File: config.mk
export PLATFORM = sky130hd
export DESIGN_NAME = calc_entry_ctrl
export DESIGN_NICKNAME = d
export VERILOG_FILES = /design/src/rtl/calc_entry_ctrl.sv
export SDC_FILE = /design/constraint.sdc
export NUM_CORES = 1
export LEC_CHECK = 0
export ABC_AREA = 1
export BUFFER_PORTS_ARGS = -buffer_cell sky130_fd_sc_hd__buf_2
export CAP_MARGIN = 20
export CORE_MARGIN = 3
export CORE_UTILIZATION = 40
export CTS_CLUSTER_SIZE = 24
export DETAILED_ROUTE_END_ITERATION = 8
export SYNTH_ARGS = -nofsm -noshare
export SYNTH_HDL_FRONTEND = slang
export SYNTH_SLANG_ARGS = --single-unit
File: constraint.sdc
create_clock -name clk -period 6.5 [get_ports clk]
set_input_delay 0.325 -clock clk [delete_from_list [all_inputs] [get_ports clk]]
set_output_delay 0.325 -clock clk [all_outputs]
set_load 0.01 [all_outputs]
File: src/rtl/calc_entry_ctrl.sv
// calc_entry_ctrl -- keypad front end for a two-operand 8-bit add/subtract
// calculator.
//
// Ports:
//   clk, rst        single clock, asynchronous active-high reset
//   key_value[3:0]  0-9 digit, 10 add, 11 subtract, 14 clear, 15 equals,
//                   12/13 accepted but ignored
//   key_valid       high while a key is held
//   display[7:0]    operand_a / operand_b / result depending on phase
//   operand_a/b     stored operands
//   op_sub          0 add, 1 subtract
//   result, carry   last result and its carry-out / borrow
//   result_valid    one-cycle pulse when result updates
//   entry_err       sticky: a digit was rejected
//   phase[1:0]      0 ENTER_A, 1 ENTER_B, 2 RESULT
//
// Key path: key_valid/key_value -> key_qual (press qualifier, registered
// strobe) -> entry FSM. Operands change on the edge after the strobe cycle.

// Press qualifier: a press is accepted after DEBOUNCE consecutive samples of
// key_valid=1 with an unchanged code, then the qualifier disarms until
// key_valid has been low for DEBOUNCE consecutive samples. It comes out of
// reset disarmed, so a key already held at reset release is never taken.
module key_qual #(
  parameter int DEBOUNCE = 4
) (
  input  logic       clk,
  input  logic       rst,
  input  logic [3:0] key_value,
  input  logic       key_valid,
  output logic       key_stb,
  output logic [3:0] key_code
);
  localparam logic [3:0] DB = 4'(DEBOUNCE);

  logic       armed;
  logic [3:0] stab_cnt;
  logic [3:0] code;
  logic [3:0] rel_cnt;
  logic [3:0] cnt_nxt;

  // A code change restarts the count at 1 (this sample is the first stable one).
  always_comb begin
    cnt_nxt = 4'd1;
    if (stab_cnt != 4'd0 && key_value == code) cnt_nxt = stab_cnt + 4'd1;
  end

  always_ff @(posedge clk or posedge rst) begin
    if (rst) begin
      armed    <= 1'b0;
      stab_cnt <= '0;
      code     <= '0;
      rel_cnt  <= '0;
      key_stb  <= 1'b0;
      key_code <= '0;
    end else begin
      key_stb <= 1'b0;
      if (!armed) begin
        stab_cnt <= '0;
        if (key_valid) begin
          rel_cnt <= '0;
        end else if (rel_cnt == DB - 4'd1) begin
          armed   <= 1'b1;
          rel_cnt <= '0;
        end else begin
          rel_cnt <= rel_cnt + 4'd1;
        end
      end else if (!key_valid) begin
        stab_cnt <= '0;
      end else begin
        code <= key_value;
        if (cnt_nxt == DB) begin
          key_stb  <= 1'b1;
          key_code <= key_value;
          armed    <= 1'b0;
          stab_cnt <= '0;
        end else begin
          stab_cnt <= cnt_nxt;
        end
      end
    end
  end
endmodule

module calc_entry_ctrl #(
  parameter int DEBOUNCE   = 4,
  parameter int MAX_DIGITS = 3
) (
  input  logic       clk,
  input  logic       rst,
  input  logic [3:0] key_value,
  input  logic       key_valid,
  output logic [7:0] display,
  output logic [7:0] operand_a,
  output logic [7:0] operand_b,
  output logic       op_sub,
  output logic [7:0] result,
  output logic       result_valid,
  output logic       carry,
  output logic       entry_err,
  output logic [1:0] phase
);
  localparam int CW = $clog2(MAX_DIGITS + 2);

  typedef enum logic [1:0] {
    ENTER_A = 2'd0,
    ENTER_B = 2'd1,
    RESULT  = 2'd2,
    BAD     = 2'd3
  } phase_t;

  localparam logic [3:0] K_ADD = 4'd10;
  localparam logic [3:0] K_SUB = 4'd11;
  localparam logic [3:0] K_CLR = 4'd14;
  localparam logic [3:0] K_EQ  = 4'd15;

  logic       key_stb;
  logic [3:0] key_code;

  key_qual #(.DEBOUNCE(DEBOUNCE)) u_qual (
    .clk      (clk),
    .rst      (rst),
    .key_value(key_value),
    .key_valid(key_valid),
    .key_stb  (key_stb),
    .key_code (key_code)
  );

  phase_t          phase_q,  phase_d;
  logic [7:0]      opa_q,    opa_d;
  logic [7:0]      opb_q,    opb_d;
  logic            sub_q,    sub_d;
  logic [7:0]      res_q,    res_d;
  logic            cy_q,     cy_d;
  logic            err_q,    err_d;
  logic            rv_q,     rv_d;
  logic [CW-1:0]   dcnt_q,   dcnt_d;

  // Digit accumulation in 12 bits so 255*10+9 cannot wrap before the check.
  logic [7:0]  acc_base;
  logic [11:0] acc_val;
  logic        acc_ok;
  logic [8:0]  sum9, diff9;
  logic        is_digit, is_op;

  always_comb begin
    acc_base = (phase_q == ENTER_B) ? opb_q : opa_q;
    acc_val  = {4'b0, acc_base} * 12'd10 + {8'b0, key_code};
    acc_ok   = (dcnt_q < CW'(MAX_DIGITS)) && (acc_val <= 12'd255);
    sum9     = {1'b0, opa_q} + {1'b0, opb_q};
    // Bit 8 of the 9-bit difference is exactly the borrow (opa < opb).
    diff9    = {1'b0, opa_q} - {1'b0, opb_q};
    is_digit = key_code <= 4'd9;
    is_op    = (key_code == K_ADD) || (key_code == K_SUB);
  end

  always_comb begin
    phase_d = phase_q;
    opa_d   = opa_q;
    opb_d   = opb_q;
    sub_d   = sub_q;
    res_d   = res_q;
    cy_d    = cy_q;
    err_d   = err_q;
    rv_d    = 1'b0;
    dcnt_d  = dcnt_q;

    if (phase_q == BAD) begin
      phase_d = ENTER_A;
    end else if (key_stb) begin
      if (key_code == K_CLR) begin
        opa_d   = '0;
        opb_d   = '0;
        dcnt_d  = '0;
        sub_d   = 1'b0;
        err_d   = 1'b0;
        phase_d = ENTER_A;
      end else begin
        unique case (phase_q)
          ENTER_A: begin
            if (is_digit) begin
              if (acc_ok) begin
                opa_d  = acc_val[7:0];
                dcnt_d = dcnt_q + CW'(1);
              end else begin
                err_d = 1'b1;
              end
            end else if (is_op) begin
              sub_d   = (key_code == K_SUB);
              opb_d   = '0;
              dcnt_d  = '0;
              phase_d = ENTER_B;
            end
          end
          ENTER_B: begin
            if (is_digit) begin
              if (acc_ok) begin
                opb_d  = acc_val[7:0];
                dcnt_d = dcnt_q + CW'(1);
              end else begin
                err_d = 1'b1;
              end
            end else if (is_op) begin
              sub_d = (key_code == K_SUB);
            end else if (key_code == K_EQ) begin
              res_d   = sub_q ? diff9[7:0] : sum9[7:0];
              cy_d    = sub_q ? diff9[8]   : sum9[8];
              rv_d    = 1'b1;
              phase_d = RESULT;
            end
          end
          RESULT: begin
            if (is_digit) begin
              opa_d   = {4'b0, key_code};
              opb_d   = '0;
              dcnt_d  = CW'(1);
              phase_d = ENTER_A;
            end else if (is_op) begin
              // Chain: the last result becomes the new first operand.
              opa_d   = res_q;
              opb_d   = '0;
              dcnt_d  = '0;
              sub_d   = (key_code == K_SUB);
              phase_d = ENTER_B;
            end
          end
          default: phase_d = ENTER_A;
        endcase
      end
    end
  end

  always_ff @(posedge clk or posedge rst) begin
    if (rst) begin
      phase_q <= ENTER_A;
      opa_q   <= '0;
      opb_q   <= '0;
      sub_q   <= 1'b0;
      res_q   <= '0;
      cy_q    <= 1'b0;
      err_q   <= 1'b0;
      rv_q    <= 1'b0;
      dcnt_q  <= '0;
    end else begin
      phase_q <= phase_d;
      opa_q   <= opa_d;
      opb_q   <= opb_d;
      sub_q   <= sub_d;
      res_q   <= res_d;
      cy_q    <= cy_d;
      err_q   <= err_d;
      rv_q    <= rv_d;
      dcnt_q  <= dcnt_d;
    end
  end

  always_comb begin
    case (phase_q)
      ENTER_A: display = opa_q;
      ENTER_B: display = opb_q;
      RESULT:  display = res_q;
      default: display = '0;
    endcase
  end

  assign operand_a    = opa_q;
  assign operand_b    = opb_q;
  assign op_sub       = sub_q;
  assign result       = res_q;
  assign result_valid = rv_q;
  assign carry        = cy_q;
  assign entry_err    = err_q;
  assign phase        = phase_q;
endmodule

Word level (Yosys, flattened, before mapping)
Cells that the tools add are included.
- bits in registers: 51
- logic and storage cells: 135
- add/sub/neg operators: 6
- multiply operators: 1
- magnitude comparators: 3
- equal/unequal tests: 22
- multiplexer cells: 61
- bitwise operators: 4
- reductions and logical operators: 23
- operators with widths (cell ; count):
    $mux W8 ; 11
    $pmux W8 S3 ; 2
    $mux W1 ; 24
    $mux W4 ; 6
    $mux W2 ; 9
    $mux W3 ; 6
    $eq A4 B4 Y1 const B ; 4
    $pmux W8 S2 ; 1
    $reduce_and A5 Y1 ; 3
    $add A12 B4 Y12 ; 1
    $le A12 B8 Y1 const B ; 1
    $reduce_and A6 Y1 ; 2
    $mul A8 B3 Y11 const B ; 1
    $reduce_bool A2 Y1 ; 5
    $add A8 B8 Y9 ; 1
    $ne A3 B3 Y1 const B ; 3
    $pmux W3 S3 ; 1
    $sub A8 B8 Y9 ; 1
    $add A4 B1 Y4 const B ; 2
    $ne A4 B2 Y1 const B ; 2
    $ne A4 B4 Y1 const B ; 2
    $reduce_bool A4 Y1 ; 2
    $reduce_and A7 Y1 ; 1
    $ne A3 B2 Y1 const B ; 2
    21 further kinds ; 27

Logic depth before layout (Yosys ltp)
- word-level depth: 10
- depth in mapped cells: 26
- depth with buffers taken out: 24

Cells and area by module
Synthesis repeated with hierarchy kept, for this count alone.
- cells, all modules: 635
- area total of the unflattened synthesis: 4413.0 um^2
- modules (own cells, without submodules) (module ; instances ; cells an instance ; area an instance (um^2) ; seq. area each (um^2)):
    calc_entry_ctrl ; 1 ; 505 ; 3399.5 ; 825.8
    key_qual ; 1 ; 130 ; 1013.5 ; 450.4

Least setup slack after synthesis
OpenSTA, ideal clock, no wires.
- path kind: reg2reg
- start: register phase_q[1] (netlist: phase[1])
- end: register opa_q[1] (netlist: operand_a[1])
- setup time: 123 ps
- arrival time: 3600 ps
- slack: 2778 ps
- cell stages (with the launch flop): 26
- clock period less this slack: 3722 ps
- cell sequence: dfrtp_1 inv_1 ha_1 buf_6 clkbuf_1 clkbuf_1 o21ai_0 ha_1 ha_1 inv_1 fa_1 nor2_4 nand3_2 nand2_1 nand2_1 nor2_1 nand2_1 nand2_2 nor2_4 nor2_4 nand2_1 nand2_2 inv_4 buf_12 nand2_2 o21ai_2
- cells in the longest elaborated chain, start to end: 8
- RTL lines (what ; RTL line ; text):
    start: declaration ; 129 ; phase_t phase_q, phase_d;
    start signal: assignment ; 245 ; phase_q <= phase_d;
    $eq A2 B1 Y1 ; 147 ; acc_base = (phase_q == ENTER_B) ? opb_q : opa_q;
    $mux W8 ; 147 ;
    $mul A8 B3 Y11 ; 148 ; acc_val = {4'b0, acc_base} * 12'd10 + {8'b0, key_code};
    $add A12 B4 Y12 ; 148 ;
    $le A12 B8 Y1 or $mux W8 (tied branches) ; 149, 182 ;
    $logic_and A1 B1 Y1 or $mux W8 (tied branches) ; - ;
    $ne A3 B3 Y1 (no source line) or $pmux W8 S2 (tied branches) ; - ;
    $reduce_and A6 Y1 (no source line) or $mux W8 (tied branches) ; - ;
    end signal: assignment ; 246 ; opa_q <= opa_d;
    end: declaration ; 130 ; logic [7:0] opa_q, opa_d;
Several ways; a longest one is shown, not always the timed one. The select of a mux whose other input is x is not followed.
A chain may end at the register's enable or synchronous reset.

Final worst setup path
- start: register phase_q[1] (netlist: phase[1])
- end: register opa_q[4] (netlist: operand_a[4])
Same word-level chain as after synthesis.

==> metrics.md <==
| Metric | Value |
|---|---|
| Post-Syn Instances | 585 |
| Final Max Tran Viols | 0 |
| Met2 Use GR | 32.7% |
| Filler cells | 1063 |
| DR vias/cell | 5.21 |
| Pre-Repair DR Iteration Count | 5 |
| Gr ovfl total | 0 |
| Cell Int Power | 0.453 mW |
| M3 GR Usage | 3.62% |
| RSZ-0062 raised after global routing | false |
| Critical Path RT | 6.75 ns |
| Row count | 37 |
| Num CTS Buffers | 5 |
| Worst IR drop on VDD | 0.000138 V |
| Leakage | 2.50 nW |
| Worst-margin pin slew | 0.704 ns |
| Reg2reg setup slack | 2.45 ns |
| Max frequency | 0.247 GHz |
| Global routing's busiest layer | met2 |
| Post-synth EDFFs | 0 |
| Number of H-tree levels | 2 |
| Endpoint type of the worst setup path | flop |
| Antenna cells | 0 |
| Path type of the worst setup path | reg -> reg |
| Syn nets | 634 |
| Area occupied by multi-input gates | 2610 um2 |
| Worst-Skew Late Latency | 0.32 ns |
| Post-CTS setup buffer count | 0 |
| Period utilisation layout | 62.3% |
| Largest net degree at the start of global routing | 52 |
| Ranking of synthesized cells by area | dfrtp_1, ha_1, nand2_1, inv_1, o21ai_0 |
| RR Startpoint | phase[1] |
| Worst reg-to-reg path cell count | 22 |
| Clk pwr share | 41.9% |
| Syn. warnings | 0 |
| Post-Route Setup TNS | 0 ns |
| Critical Path AT | 4.30 ns |
| Seq/Total Area, Yosys | 29.3% |
| Max Buffers Root-to-Sink | 2 |
| R2r endpoint | operand_a[4] |
| DR WL/cell | 15.2 um |
| Port Buf Inserts | 44 |
| Max-cap viol count | 0 |
| Post-route DRC violation count | 0 |
| Placed instance count | 755 |
| Switching Share | 23.0% |
| Layout cells sized above 1 | 17.2% |
| Flop pwr share | 54.8% |
| Reg clk slew, reported paths | 0.10 ns |
| Total GRT Usage | 19.2% |
| Die Ht | 110 um |
| CP max FO | 27 |
| Syn avg cell area | 7.45 um2 |
| DR iter-0 viols | 277 |
| Psw | 0.135 mW |
| Seq cells post-synth | 51 |
| Seq. cell area | 1280 um2 |
| Antenna violations before repair | 0 |
| RePlAce Congestion | 0.916 |
| Slew headroom | 53.1% |
| Synth unique cells | 48 |
| Gate power share | 3.3% |
| Mapped cell area | 4360 um2 |
| Top cells by count, synth | nand2_1, inv_1, o21ai_0, dfrtp_1, ha_1 |
| Final Non-Filler Cells | 763 |
| Clk sink count | 51 |
| Hold Fails Final Rpt | 0 |
| Share of flip-flops with an asynchronous set or reset | 100% |
| CTS tree | yes |
| GRT met1 Usage | 24.8% |
| HPWL Detailed | 8.94 mm |
| Outcome | completed |
| Post-synth top flop | dfrtp_1 |
| Initial core utilization | 41.7% |
| Core area | 10500 um2 |
| Die area | 12200 um2 |
| Hold-fix buffer count after cts | 0 |
| Die X | 110 um |
| Worst Hold Class | in -> async |
| Area leader, netlist | dfrtp_1 |
| P&R area growth vs syn | 10.0% |
| Top cell type's share of synthesized area | 29.3% |
| Clk root buf | clkbuf_8 |
| Final net count | 675 |
| DR vias | 3974 |
| Skew final | 0.00755 ns |
| First-pass GRT wire length | 19.5 mm |
| Ports | 45 |
| PD cells | 123 nW/um2 |
| Post-cts sizing count | 0 |
| Top-count cell post-synth | nand2_1 |
| Final WL | 11.6 mm |
| Setup-failing EPs final | 0 |
| Worst setup SP type | flop |
| Fin crit period | 4.05 ns |
| Vias in the first global route | 3928 |
| Antenna-violating nets left | 0 |
[per-stage QoR]
step           setup slack (ns)  power, mW  util (%)  hold WS [ns]  instance area [um2]
6_report                   2.45      0.588      45.9         0.176                 4800
5_1_grt                    2.02      0.610      45.9         0.227                 4800
3_5_place_dp               2.49      0.349      44.7         0.490                 4680
4_1_cts                    2.45      0.596      45.9         0.205                 4800
2_1_floorplan              2.78      0.342         -         0.413                 4360
3_3_place_gp               2.67      0.348      44.7         0.475                 4680
[area by class of cell]
| cell class | instances | area share (%) |
|---|---|---|
| Inverter | 99 | 8.01 |
| Clock inverter | 2 | 0.809 |
| Sequential cell | 51 | 26.6 |
| Clock buffer | 6 | 1.72 |
| Tap cell | 136 | 3.55 |
| Timing Repair Buffer | 46 | 4.90 |
| Multi-Input combinational cell | 423 | 54.4 |
[routing by layer]
metal,part of all wire (%),up-vias
met5,0,-
li1,-,2007
met3,5.8,18
met4,1.8,0
met2,46,116
met1,46,1833
[worst max path at each step]
stage	startpoint	end	slack, ns	cells after the start
finish	phase[1]	operand_a[4]	2.45	22
global route	phase[1]	operand_a[4]	2.02	22
CTS	phase[1]	operand_a[4]	2.45	22
detailed placement	phase[1]	operand_a[4]	2.49	23
global placement	phase[1]	operand_a[6]	2.67	22
floorplan	phase[1]	operand_a[1]	2.78	25
[worst max-delay path, stage by stage (launching register included)]
cell and delay [ns]:
dfrtp_1 0.43, inv_1 0.13, ha_1 0.15, buf_4 0.28
inv_1 0.17, a21boi_0 0.48, xor2_1 0.20, ha_1 0.19
inv_1 0.06, fa_1 0.40, xnor2_1 0.35, inv_2 0.07
a21oi_2 0.10, nand2_1 0.06, nand2_1 0.06, nand2_2 0.08
nor2_4 0.18, nor2_4 0.04, nand2_1 0.07, nand2_2 0.08
inv_4 0.19, nand3_1 0.12, o21ai_2 0.07
[power groups by stage]
stage	clock (mW)	sequential (mW)	combinational, mW
after floorplan	0	0.328	0.0137
after global placement	0	0.328	0.0200
after detailed placement	0	0.329	0.0204
after CTS	0.253	0.322	0.0205
after global routing	0.263	0.323	0.0236
final	0.247	0.322	0.0195
[cell usage in the layout (no fill, tap or decap), types with 2 or more instances in the layout]
| cell | synthesis | layout |
|---|---|---|
| nand2_1 | 117 | 117 |
| nor2_4 | 4 | 4 |
| o21ai_2 | 16 | 16 |
| inv_4 | 3 | 3 |
| xor2_1 | 15 | 15 |
| o221ai_1 | 3 | 3 |
| dfrtp_1 | 51 | 51 |
| nor3b_1 | 3 | 3 |
| xnor2_1 | 3 | 3 |
| nor2_1 | 27 | 27 |
| ha_1 | 38 | 38 |
| buf_2 | 0 | 44 |
| a21oi_2 | 2 | 2 |
| nand4_1 | 4 | 4 |
| nand3_2 | 3 | 3 |
| nand3_1 | 32 | 32 |
| nand2_2 | 11 | 11 |
| clkinv_1 | 2 | 2 |
| buf_4 | 0 | 2 |
| o211ai_1 | 7 | 7 |
| nor3_1 | 8 | 8 |
| o21ai_0 | 58 | 58 |
| fa_1 | 4 | 4 |
| o21bai_1 | 2 | 2 |
| o22ai_1 | 6 | 6 |
| clkbuf_8 | 0 | 6 |
| nor2_2 | 4 | 4 |
| nor3_2 | 3 | 3 |
| o21ai_1 | 3 | 3 |
| inv_2 | 3 | 4 |
| nand3b_1 | 4 | 4 |
| inv_1 | 90 | 89 |
| a221oi_1 | 2 | 2 |
| a21oi_1 | 33 | 33 |
[flip-flops by register name, summed over array words and instances (netlist names)]
name and cells:
u_qual.code 4, dcnt_q 3, result 8, u_qual.key_stb 1
phase 2, u_qual.armed 1, operand_a 8, entry_err 1
operand_b 8, u_qual.key_code 4, u_qual.rel_cnt 4, op_sub 1
carry 1, result_valid 1, u_qual.stab_cnt 4
[cells by family (layout without fill, tap and decap cells)]
| kind of cell | Yosys count | count (layout) | synth area share, % |
|---|---|---|---|
| and+or+nand+nor | 224 | 224 | 24.0 |
| AOI/OAI and AO/OA | 139 | 139 | 19.5 |
| buffers and inverters | 111 | 153 | 10.9 |
| DFF | 51 | 51 | 29.3 |
| adders and majority gates | 42 | 42 | 12.7 |
| xor gates and xnor gates | 18 | 18 | 3.62 |
(Power assumes the default switching activity.)
